[src/rtl/task_scheduler.sv]
// Runs one test task at a time, buffers its result words in a small FIFO and
// serializes them MSB byte first toward the UART transmitter.
//
// state     | meaning
// ----------+------------------------------------------------------------
// S_IDLE    | waiting for a run request, o_cmd_ready high
// S_START   | one-cycle start pulse on the selected task, timer loaded
// S_COLLECT | capturing the selected task's words, idle timer running
// S_DRAIN   | task finished or abandoned, waiting for FIFO/serializer empty
// S_DONE    | one-cycle o_done pulse, o_err holds until the next request
module task_scheduler #(
    parameter int NUM_TASKS      = 16,
    parameter int TASK_ID_W      = 4,
    parameter int DATA_W         = 32,
    parameter int FIFO_DEPTH     = 16,
    parameter int TIMEOUT_CYCLES = 1000000
) (
    input  logic                          i_clk,
    input  logic                          i_rst_n,
    input  logic                          i_cmd_valid,
    output logic                          o_cmd_ready,
    input  logic [TASK_ID_W-1:0]          i_cmd_task,
    output logic [NUM_TASKS-1:0]          o_task_start,
    input  logic [NUM_TASKS*DATA_W-1:0]   i_task_data,
    input  logic [NUM_TASKS-1:0]          i_task_valid,
    input  logic [NUM_TASKS-1:0]          i_task_last,
    output logic [7:0]                    o_tx_data,
    output logic                          o_tx_valid,
    input  logic                          i_tx_ready,
    output logic                          o_busy,
    output logic                          o_done,
    output logic [2:0]                    o_err
);

    localparam int BYTES = DATA_W / 8;
    localparam int AW    = $clog2(FIFO_DEPTH);
    localparam int BC_W  = $clog2(BYTES + 1);
    localparam int TMO_W = $clog2(TIMEOUT_CYCLES + 1);

    typedef enum logic [2:0] {
        S_IDLE, S_START, S_COLLECT, S_DRAIN, S_DONE
    } state_t;

    state_t                 state;
    logic [TASK_ID_W-1:0]   idx_q;
    logic [TMO_W-1:0]       tmo_cnt;

    logic [DATA_W-1:0]      mem [FIFO_DEPTH];
    logic [AW-1:0]          wr_ptr, rd_ptr, rd_next;
    logic [AW:0]            count;
    logic [DATA_W-1:0]      shift_q;
    logic [BC_W-1:0]        byte_cnt;

    logic [NUM_TASKS-1:0]   sel_mask;
    logic [DATA_W-1:0]      sel_data;
    logic                   sel_valid, sel_last;
    logic                   wr_req, wr_ok, ovf, pop, full, empty;
    logic                   ser_active, load_head, load_next, bad_idx;

    // Select the running task's stream; every other task is masked off.
    always_comb begin
        sel_data = '0;
        for (int k = 0; k < NUM_TASKS; k++) begin
            if (idx_q == TASK_ID_W'(k)) sel_data = i_task_data[k*DATA_W +: DATA_W];
        end
    end

    assign sel_mask   = NUM_TASKS'(1) << idx_q;
    assign sel_valid  = |(i_task_valid & sel_mask);
    assign sel_last   = |(i_task_last & sel_mask);
    assign bad_idx    = {1'b0, i_cmd_task} >= (TASK_ID_W+1)'(NUM_TASKS);

    // The head word stays in the FIFO until its last byte is accepted, so a
    // full FIFO can still take a word in the same cycle that frees the head.
    assign full       = count == (AW+1)'(FIFO_DEPTH);
    assign empty      = count == '0;
    assign pop        = o_tx_valid & i_tx_ready & (byte_cnt == '0);
    assign wr_req     = (state == S_COLLECT) & sel_valid;
    assign wr_ok      = wr_req & (~full | pop);
    assign ovf        = wr_req & full & ~pop;
    assign ser_active = (state == S_COLLECT) || (state == S_DRAIN);
    assign load_head  = ser_active & ~o_tx_valid & ~empty;
    assign load_next  = pop & (count > (AW+1)'(1));
    assign rd_next    = rd_ptr + AW'(1);

    // Word storage, no reset needed for payload.
    always_ff @(posedge i_clk) begin
        if (wr_ok) mem[wr_ptr] <= sel_data;
    end

    // FIFO pointers and byte serializer.
    always_ff @(posedge i_clk or negedge i_rst_n) begin
        if (!i_rst_n) begin
            wr_ptr     <= '0;
            rd_ptr     <= '0;
            count      <= '0;
            shift_q    <= '0;
            byte_cnt   <= '0;
            o_tx_data  <= '0;
            o_tx_valid <= 1'b0;
        end else begin
            if (wr_ok) wr_ptr <= wr_ptr + AW'(1);
            if (pop)   rd_ptr <= rd_next;
            count <= count + (AW+1)'(wr_ok) - (AW+1)'(pop);
            if (load_head) begin
                o_tx_data  <= mem[rd_ptr][DATA_W-1 -: 8];
                shift_q    <= mem[rd_ptr] << 8;
                byte_cnt   <= BC_W'(BYTES - 1);
                o_tx_valid <= 1'b1;
            end else if (load_next) begin
                o_tx_data  <= mem[rd_next][DATA_W-1 -: 8];
                shift_q    <= mem[rd_next] << 8;
                byte_cnt   <= BC_W'(BYTES - 1);
                o_tx_valid <= 1'b1;
            end else if (o_tx_valid && i_tx_ready) begin
                if (byte_cnt != '0) begin
                    o_tx_data <= shift_q[DATA_W-1 -: 8];
                    shift_q   <= shift_q << 8;
                    byte_cnt  <= byte_cnt - BC_W'(1);
                end else begin
                    o_tx_valid <= 1'b0;
                end
            end
        end
    end

    // Run sequencing with registered handshake, status and error outputs.
    always_ff @(posedge i_clk or negedge i_rst_n) begin
        if (!i_rst_n) begin
            state        <= S_IDLE;
            idx_q        <= '0;
            tmo_cnt      <= '0;
            o_cmd_ready  <= 1'b1;
            o_task_start <= '0;
            o_busy       <= 1'b0;
            o_done       <= 1'b0;
            o_err        <= '0;
        end else begin
            o_task_start <= '0;
            o_done       <= 1'b0;
            case (state)
                S_IDLE: begin
                    if (i_cmd_valid && o_cmd_ready) begin
                        idx_q       <= i_cmd_task;
                        o_cmd_ready <= 1'b0;
                        o_busy      <= 1'b1;
                        if (bad_idx) begin
                            o_err  <= 3'b100;
                            o_done <= 1'b1;
                            state  <= S_DONE;
                        end else begin
                            o_err        <= '0;
                            o_task_start <= NUM_TASKS'(1) << i_cmd_task;
                            state        <= S_START;
                        end
                    end
                end
                S_START: begin
                    tmo_cnt <= TMO_W'(TIMEOUT_CYCLES);
                    state   <= S_COLLECT;
                end
                S_COLLECT: begin
                    if (ovf) o_err[0] <= 1'b1;
                    if (sel_valid) begin
                        tmo_cnt <= TMO_W'(TIMEOUT_CYCLES);
                        if (sel_last) state <= S_DRAIN;
                    end else if (tmo_cnt == '0) begin
                        o_err[1] <= 1'b1;
                        state    <= S_DRAIN;
                    end else begin
                        tmo_cnt <= tmo_cnt - TMO_W'(1);
                    end
                end
                S_DRAIN: begin
                    if (empty && !o_tx_valid) begin
                        o_done <= 1'b1;
                        state  <= S_DONE;
                    end
                end
                S_DONE: begin
                    o_cmd_ready <= 1'b1;
                    o_busy      <= 1'b0;
                    state       <= S_IDLE;
                end
                default: state <= S_IDLE;
            endcase
        end
    end

endmodule

[config.mk]
export PLATFORM = sky130hd
export DESIGN_NAME = task_scheduler
export DESIGN_NICKNAME = d
export VERILOG_FILES = /design/src/rtl/task_scheduler.sv
export SDC_FILE = /design/constraint.sdc
export NUM_CORES = 1
export LEC_CHECK = 0
export BUFFER_PORTS_ARGS = -buffer_cell sky130_fd_sc_hd__buf_4
export CELL_PAD_IN_SITES_DETAIL_PLACEMENT = 0
export CELL_PAD_IN_SITES_GLOBAL_PLACEMENT = 2
export CORE_UTILIZATION = 44
export CTS_BUF_LIST = sky130_fd_sc_hd__clkbuf_4
export DETAILED_ROUTE_END_ITERATION = 6
export PLACE_DENSITY_LB_ADDON = 0.1
export SLEW_MARGIN = 10
export SYNTH_ARGS = -nofsm -noshare
export SYNTH_HDL_FRONTEND = slang
export SYNTH_SLANG_ARGS = --single-unit
[constraint.sdc]
create_clock -name i_clk -period 10.44 [get_ports i_clk]
set_input_delay 3.132 -clock i_clk [delete_from_list [all_inputs] [get_ports i_clk]]
set_output_delay 3.132 -clock i_clk [all_outputs]
set_load 0.01 [all_outputs]
==> flow_metrics.tcl, run 1 <==
set metrics [dict create \
    dr_wl_met3_mm 10.1 \
    fmax_mhz 177 \
    hpwl_mm 92.2 \
    top_layer "met5" \
    drive_gt1_share_pct 43.3 \
    relSlewSlack_pct 12.4 \
    synth_edf_count 512 \
    critPathCaptureType "flip-flop" \
    nets 3463 \
    start_util_pct 44.7 \
    synthFlopType "edfxtp_1" \
    cts_tree "done" \
    detail_route.first_pass.iterations 7 \
    grt_use_total_pct 33.1 \
    area_delta_synth_final_pct 22.1 \
    synthesis.area_um2 33500 \
    synth_seq_area_share_pct 53.1 \
    port_buffers 581 \
    fin_setup_tns_ps 0 \
    layout_commonest_cell "buf_4" \
    drt-met1-wl_mm 54.3 \
    finalCriticalPeriod_ps 5660 \
    setup_violations 0 \
    wl_mm 128 \
    gp_congestion 1.10 \
    hold_viol 0 \
    cts_buffer_depth 3 \
    status "complete, no violations" \
    path_class "primary input to flip-flop" \
    clk_latency_ps 990 \
    dr_total_vias 25200 \
    synth_cell_types 73 \
    syn_area_per_cell_um2 14.6 \
    first_global_vias 25500 \
    core_um2 74900 \
    cp.arrival_ps 6510 \
    drv_slew 0 \
    die_h_um 278 \
    startpoint_type "primary input" \
    via_per_inst 6.29 \
    ys_async_sr_fraction_pct 15.9 \
    path_clk_slew_ps 60 \
    hold_class "flip-flop to flip-flop" \
    yosys_warnings 0 \
    cts_inserted_buffers 156 \
    rows 100 \
    min_period_over_period_pct 54.2 \
    rsz0062_at_grt "no" \
    p_leak_nw 15.6 \
    ios 583 \
    detail-route-antenna-nets 0 \
    cts_root_buf "clkbuf_4" \
    synthCells 2300 \
    n_fill_cell 6299 \
    finalClockSkew_ps 76.3 \
    overflow 0 \
    wl_met2_mm 60.6 \
    grt_max_degree 152 \
    dieArea_um2 77200 \
    wl_per_cell_um 32.1 \
    drt_drc_violations_left 0 \
    grt_first_pass_wirelength_mm 182 \
    dp.cells 3705 \
    cap_viol_max_count 0 \
    synth_fp_nets 2869 \
    layout.cells.non_filler 4006 \
    powerDensity_nw_per_um2 284 \
    htree_num_levels 4 \
    layout_common_cells "buf_4, edfxtp_1, mux4_2" \
    crit_path_max_fanout 17 \
    ir_drop_mv 0.227 \
    grt_antenna_before_repair 26 \
    drtIter0Drc 2480 \
    yosys_register_bits 609 \
    dieWidth_um 278 \
    clkSinkCount 609 \
    postCtsSetupBuffers 0 \
    tightest_slew_ps 1310 \
    cp.required_ps 11290 \
    holdBufCountCts 0 \
    ctsResizeCount 0 \
]
==> cells by family (layout without fill, tap and decap cells) <==
group / Yosys count / after routing / synth area share (%)
compound gates: 512 / 512 / 9.94
xor+xnor: 15 / 15 / 0.392
fa+ha+maj: 17 / 17 / 0.657
buf+inv: 227 / 946 / 2.90
flops: 609 / 609 / 53.1
mux: 524 / 524 / 27.2
other cells: 1 / 19 / 0.0112
simple gates: 395 / 395 / 5.77
==> per-layer routing <==
| layer | vias to the layer above | track usage (%) |
|---|---|---|
| met5 | - | 0 |
| met4 | 4 | 12.5 |
| met3 | 172 | 6.96 |
| met2 | 1246 | 50.7 |
| met1 | 13000 | 46.7 |
| li1 | 10800 | - |
==> stage by stage <==
stage / hold slack [ps] / power (W) / cell area (um^2) / setup slack (ps) / utilization (%)
final: 473 / 0.0116 / 40900 / 4780 / 54.6
after global routing: 499 / 0.0122 / 40900 / 4570 / 54.6
after floorplan: 459 / 0.00759 / 33500 / 3630 / -
after detailed placement: 462 / 0.00948 / 38800 / 3810 / 51.7
after global placement: 463 / 0.00936 / 38800 / 3760 / 51.7
after CTS: 473 / 0.0116 / 40800 / 4900 / 54.4
==> cell usage after synthesis, drive strengths merged (5+ instances only) <==
cell / number / area share, %
edfxtp: 512 / 46
xor2: 8 / 0.21
nor3: 31 / 0.48
mux2: 57 / 1.9
or2: 5 / 0.093
nand2b: 12 / 0.22
nand3: 21 / 0.35
a21oi: 172 / 2.6
or3: 5 / 0.11
nor2: 99 / 1.1
a221oi: 22 / 0.58
a211oi: 59 / 1.3
nor2b: 43 / 0.80
and3: 22 / 0.41
ha: 16 / 0.60
xnor2: 7 / 0.18
nor4: 8 / 0.15
a21o: 28 / 0.63
o221ai: 5 / 0.13
buf: 104 / 1.5
nand2: 119 / 1.3
a31oi: 6 / 0.11
o211ai: 81 / 1.8
mux2i: 164 / 4.9
mux4: 303 / 20
o21ai: 41 / 0.63
a22oi: 12 / 0.27
or4: 8 / 0.20
o22ai: 51 / 0.95
clkbuf: 96 / 1.1
inv: 27 / 0.30
dfrtp: 96 / 7.2
==> worst paths after layout <==
kind,startpoint,to,slack (ps),depth (start not counted)
min in group asynchronous,i_rst_n,tmo_cnt[4]$_DFFE_PN0P_,2140,1
max,i_task_valid[12],count[4]$_DFF_PN0_,4780,18
min,o_cmd_ready$_DFFE_PN1P_,o_cmd_ready$_DFFE_PN1P_,470,2
min reg2reg,o_cmd_ready$_DFFE_PN1P_,o_cmd_ready$_DFFE_PN1P_,470,2
max in group asynchronous,i_rst_n,idx_q[2]$_DFFE_PN0P_,6780,2
max reg2reg,idx_q[0]$_DFFE_PN0P_,mem[4][22]$_DFFE_PP_,5510,7
==> area by class of cell <==
class	count	area (um^2)	share of cell area (%)
Sequential cell	609	17800	43.6
Multi-Input combinational cell	1464	14900	36.4
Timing Repair Buffer	636	4790	11.7
Clock buffer	225	1690	4.13
Tap cell	969	1210	2.97
Clock inverter	58	360	0.881
Inverter	27	101	0.248
Antenna cell	18	45.0	0.110
==> report_power, final <==
| group | leakage (nW) | total, W | internal, W | switching, W |
|---|---|---|---|---|
| Clock | 1.22 | 0.00209 | 0.00108 | 0.00101 |
| Sequential | 5.86 | 0.00382 | 0.00349 | 0.000322 |
| Combinational | 8.54 | 0.00569 | 0.00233 | 0.00336 |
==> critical path: stages <==
cell and delay (ps):
buf_4 80, or3b_2 450, a21oi_1 190, o32a_1 230, nor3_1 70, buf_4 160, nor2_1 620, inv_1 120
ha_1 310, inv_1 50, ha_1 160, inv_1 60, fa_1 420, nor2_1 110, nor2_1 40, nor2_1 90
nor2_1 60, xor2_1 130
==> sequential cells by signal, indices dropped and copies added (netlist names) <==
register / flops
shift_q: 24
o_tx_valid: 1
o_task_start: 16
tmo_cnt: 20
byte_cnt: 3
rd_ptr: 4
wr_ptr: 4
o_busy: 1
o_err: 2
o_cmd_ready: 1
o_done: 1
count: 5
idx_q: 4
state: 3
mem: 512
o_tx_data: 8
Note: power is estimated with default switching activity, not from simulation.
==> inputs of run 2 (changes only) <==
--- a/config.mk
+++ b/config.mk
@@ -8,7 +8,7 @@
 export BUFFER_PORTS_ARGS = -buffer_cell sky130_fd_sc_hd__buf_4
 export CELL_PAD_IN_SITES_DETAIL_PLACEMENT = 0
 export CELL_PAD_IN_SITES_GLOBAL_PLACEMENT = 2
-export CORE_UTILIZATION = 44
+export CORE_UTILIZATION = 41
 export CTS_BUF_LIST = sky130_fd_sc_hd__clkbuf_4
 export DETAILED_ROUTE_END_ITERATION = 6
 export PLACE_DENSITY_LB_ADDON = 0.1
==> constraint.sdc (replaced) <==
create_clock -name i_clk -period 5.8 [get_ports i_clk]
set_input_delay 1.74 -clock i_clk [delete_from_list [all_inputs] [get_ports i_clk]]
set_output_delay 1.74 -clock i_clk [all_outputs]
set_load 0.01 [all_outputs]
==> run 2 against run 1 <==
Sequential share of layout area decreased by 0.42 points. Cell area grew 0.97%. Utilization fell by 3.4 points. Die area increased by 7.3%. Sequential power increased by 80%. Critical path depth down 12. Flip-flop and latch count is the same. Routed wire length hardly changed. Register-to-register slack lost 4000 ps. Clock skew rose by 23 ps.
==> flow_metrics.tcl, run 2 (synthesis gave the netlist of run 1 again) <==
set metrics [dict create \
    first_global_vias 25900 \
    min_period_over_period_pct 73.4 \
    wl_per_cell_um 31.2 \
    overflow 0 \
    detail-route-antenna-nets 0 \
    hold_viol 0 \
    dp.cells 3826 \
    cp.arrival_ps 4830 \
    fin_util_pct 51.2 \
    cts_root_buf "clkbuf_4" \
    layout_commonest_cell "buf_4" \
    clk_latency_ps 1020 \
    path_clk_slew_ps 60 \
    dr_total_vias 25100 \
    fin_setup_tns_ps 0 \
    critPathCaptureType "flip-flop" \
    dieArea_um2 82900 \
    p_leak_nw 15.8 \
    ir_drop_mv 0.286 \
    dieWidth_um 288 \
    drive_gt1_share_pct 43.9 \
    cap_viol_max_count 0 \
    grt_antenna_before_repair 22 \
    rsz0062_at_grt "no" \
    layout.cells.non_filler 4115 \
    drv_slew 0 \
    ctsResizeCount 0 \
    postCtsSetupBuffers 0 \
    grt_use_total_pct 31.0 \
    powerDensity_nw_per_um2 511 \
    cts_inserted_buffers 161 \
    setup_violations 0 \
    via_per_inst 6.11 \
    cp.required_ps 6370 \
    finalCriticalPeriod_ps 4260 \
    grt_first_pass_wirelength_mm 183 \
    detail_route.first_pass.iterations 5 \
    start_util_pct 41.5 \
    largest_reg_flops 512 \
    hold_class "flip-flop to flip-flop" \
    path_class "flip-flop to flip-flop" \
    layout_common_cells "buf_4, edfxtp_1, mux4_2" \
    largest-register "mem" \
    cts_buffer_depth 3 \
    grt_max_degree 111 \
    finalClockSkew_ps 99.4 \
    relSlewSlack_pct 18.1 \
    rows 104 \
    core_um2 80700 \
    drtIter0Drc 2125 \
    htree_num_levels 4 \
    top_regs "mem x512, shift_q x24, tmo_cnt x20" \
    die_h_um 288 \
    startpoint_type "flip-flop" \
    drt_drc_violations_left 0 \
    cts_tree "done" \
    ios 583 \
    area_delta_synth_final_pct 23.2 \
    gp_congestion 0.953 \
    hpwl_mm 92.7 \
    crit_path_max_fanout 71 \
    wl_mm 128 \
    tightest_slew_ps 1230 \
    nets 3498 \
    holdBufCountCts 0 \
    status "complete, no violations" \
    clkSinkCount 609 \
    port_buffers 581 \
    fmax_mhz 235 \
    power_w 0.0211 \
]
==> run 2: changes by cell type in the layout (fill, tap and decap cells not counted), sizes merged <==
cell / before / now
inv: 36 / 37
diode: 18 / 12
clkinv: 43 / 31
clkinvlp: 3 / 1
clkbuf: 225 / 231
buf: 636 / 666
bufinv: 3 / 4
==> run 2: where the power goes <==
group	total, W	switching (W)	internal (W)
Clock	0.00386	0.00183	0.00202
Combinational	0.0104	0.00607	0.00429
Sequential	0.00688	0.000594	0.00628
==> run 2: cell type report <==
class                      instances  area, um^2
clock inverter                    46         343
inverter                          27         101
tap                             1060        1330
sequential                       609       17800
clock buffer                     231        1730
antenna                           12        30.0
timing repair buffer             666        5070
multi-input combinational       1464       14900
fill                            7063       39400
==> run 2: per-stage QoR <==
step           cell area, um^2  setup slack [ps]  hold slack, ps
2_1_floorplan            33500               384             459
3_3_place_gp             39100               983             457
3_5_place_dp             39100              1040             462
4_1_cts                  41200              1320             471
5_1_grt                  41300              1250             502
6_report                 41300              1540             471
==> run 2: layer usage <==
layer | up-vias | global-route usage, % | share of wire, %
li1 | 10800 | - | -
met5 | - | 0 | 0.029
met3 | 159 | 5.97 | 7.3
met4 | 6 | 10.7 | 2.6
met2 | 1142 | 49.9 | 49
met1 | 13000 | 41.9 | 41
==> run 2: worst paths after layout <==
kind / end / startpoint / cells after the start / slack (ps)
max in group asynchronous: shift_q[28]$_DFFE_PN0P_ / i_rst_n / 2 / 3970
max reg2reg: mem[10][10]$_DFFE_PP_ / idx_q[0]$_DFFE_PN0P_ / 6 / 1540
min in group asynchronous: o_err[1]$_DFFE_PN0P_ / i_rst_n / 1 / 770
min: o_cmd_ready$_DFFE_PN1P_ / o_cmd_ready$_DFFE_PN1P_ / 2 / 470
max: mem[10][10]$_DFFE_PP_ / idx_q[0]$_DFFE_PN0P_ / 6 / 1540
min reg2reg: o_cmd_ready$_DFFE_PN1P_ / o_cmd_ready$_DFFE_PN1P_ / 2 / 470
==> run 2: worst max-delay path, cell delays in order, from the launching register on <==
cell and delay (ps):
dfrtp_4 820, buf_4 680, buf_4 740, mux4_2 390
a21o_1 150, o22ai_1 80, a21oi_1 900
==> inputs of run 3 (changes only) <==
==> constraint.sdc (replaced) <==
create_clock -name i_clk -period 4.1 [get_ports i_clk]
set_input_delay 1.23 -clock i_clk [delete_from_list [all_inputs] [get_ports i_clk]]
set_output_delay 1.23 -clock i_clk [all_outputs]
set_load 0.01 [all_outputs]
==> run 3 against run 2 <==
Global-route usage barely moved. Clock skew rose by 7.2 ps. Routed wire length increased by 0.12%. Cell area grew 1.2%. Power is 43% higher. Utilization rose by 0.63 points. Via count up 0.14%. Clock-buffer cell count is 12 higher. Sequential share of layout area shrank 0.53 points. Critical path depth stayed put. Sequential power increased by 37%.
==> flow_metrics.tcl, run 3 (synthesis gave the netlist of run 1 again) <==
set metrics [dict create \
    status "complete, no violations" \
    layout_commonest_cell "buf_4" \
    holdWs_ps 314 \
    cp.arrival_ps 4080 \
    layout_common_cells "buf_4, edfxtp_1, mux4_2" \
    cts_tree "done" \
    critPathCaptureType "flip-flop" \
    ctsResizeCount 0 \
    ios 583 \
    grtUsageMet3_pct 5.67 \
    via_per_inst 6.07 \
    hold_viol 0 \
    largest-register "mem" \
    dieArea_um2 82900 \
    drive_gt1_share_pct 44.2 \
    first_global_vias 25800 \
    seqCellArea_um2 17800 \
    fmax_mhz 285 \
    rsz0062_at_grt "no" \
    hpwl_mm 92.0 \
    htree_num_levels 4 \
    cts_inserted_buffers 161 \
    dieWidth_um 288 \
    core_um2 80700 \
    detail-route-antenna-nets 0 \
    grtUsageMet2_pct 50.8 \
    port_buffers 581 \
    drv_slew 0 \
    n_fill_cell 6976 \
    overflow 0 \
    startpoint_type "flip-flop" \
    path_clk_slew_ps 70 \
    crit_path_max_fanout 138 \
    finalClockSkew_ps 107 \
    multiInputGateArea_um2 14800 \
    clkSinkCount 609 \
    p_leak_nw 16.0 \
    relSlewSlack_pct 19.8 \
    top_regs "mem x512, shift_q x24, tmo_cnt x20" \
    cp.required_ps 4670 \
    largest_reg_flops 512 \
    cap_viol_max_count 0 \
    path_class "flip-flop to flip-flop" \
    hold_class "primary input to async pin" \
    ir_drop_mv 0.516 \
    drtIter0Drc 2213 \
    postCtsSetupBuffers 0 \
    grt_antenna_before_repair 18 \
    drt_drc_violations_left 0 \
    dr_total_vias 25200 \
    wl_mm 129 \
    cts_root_buf "clkbuf_4" \
    start_util_pct 41.5 \
    gp_congestion 0.956 \
    min_period_over_period_pct 85.7 \
    finalCriticalPeriod_ps 3510 \
    met1_usage_pct 41.5 \
    powerDensity_nw_per_um2 723 \
    grt_use_total_pct 30.9 \
    clk_latency_ps 1030 \
    setup_violations 0 \
    nets 3516 \
    grt_first_pass_wirelength_mm 182 \
    top_usage_layer "met2" \
    fin_setup_tns_ps 0 \
    cts_buffer_depth 3 \
    tightest_slew_ps 1200 \
    die_h_um 288 \
    detail_route.first_pass.iterations 5 \
    rows 104 \
    area_delta_synth_final_pct 24.8 \
    holdBufCountCts 0 \
    grt_max_degree 139 \
    wl_per_cell_um 31.0 \
]
## run 3: changes by cell type in the layout (fill, tap and decap cells not counted), sizes merged
cell | before | now
clkinv | 31 | 34
inv | 37 | 35
clkbuf | 231 | 243
diode | 12 | 9
buf | 666 | 684
clkinvlp | 1 | 2
## run 3: path summary, 6_finish.rpt
path,slack [ps],cells past startpoint,from,end
max in group asynchronous,2930,2,i_rst_n,o_tx_data[7]$_DFFE_PN0P_
min in group i_clk,470,2,i_cmd_task[0],o_task_start[2]$_DFF_PN0_
setup reg to reg,590,6,idx_q[1]$_DFFE_PN0P_,mem[14][0]$_DFFE_PP_
hold / removal,310,1,i_rst_n,byte_cnt[0]$_DFFE_PN0P_
setup / recovery,590,6,idx_q[1]$_DFFE_PN0P_,mem[14][0]$_DFFE_PP_
hold reg to reg,480,2,o_cmd_ready$_DFFE_PN1P_,o_cmd_ready$_DFFE_PN1P_
## run 3: layout make-up
type | instances | area share [%]
clock buffer | 243 | 4.36
antenna | 9 | 0.0539
inverter | 27 | 0.242
multi-input combinational | 1464 | 35.5
sequential | 609 | 42.7
tap | 1060 | 3.17
clock inverter | 48 | 0.847
timing repair buffer | 684 | 13.2
## run 3: power breakdown
| part | leakage [nW] | switching (W) | internal (W) |
|---|---|---|---|
| combinational | 8.89 | 0.00890 | 0.00632 |
| clock | 1.28 | 0.00261 | 0.00299 |
| sequential | 5.86 | 0.000533 | 0.00888 |
| total | 16.0 | 0.0120 | 0.0182 |
## run 3: per-layer routing
metal  vias to the layer above  routed length (um)
met3                       168                8510
met5                         -                   0
met2                      1115               63400
li1                      10900                   -
met1                     13000               53000
met4                         0                3740
## run 3: stage by stage
step	cells	instance area, um^2	utilization [%]	total power (W)	worst slack [ps]
global route	4143	41800	51.8	0.0317	419
finish	4144	41800	51.8	0.0302	587
CTS	4135	41800	51.8	0.0303	615
detailed placement	3844	39600	49.1	0.0247	51.9
global placement	3844	39600	49.1	0.0244	45.2
floorplan	2300	33500	-	0.0193	132
## run 3: worst max-delay path, stage by stage, from the launching register on
cell and delay, ps:
dfrtp_4 580, buf_12 390, mux2i_1 400, a21oi_1 240, a21o_1 120, o22ai_1 80
a21oi_1 920
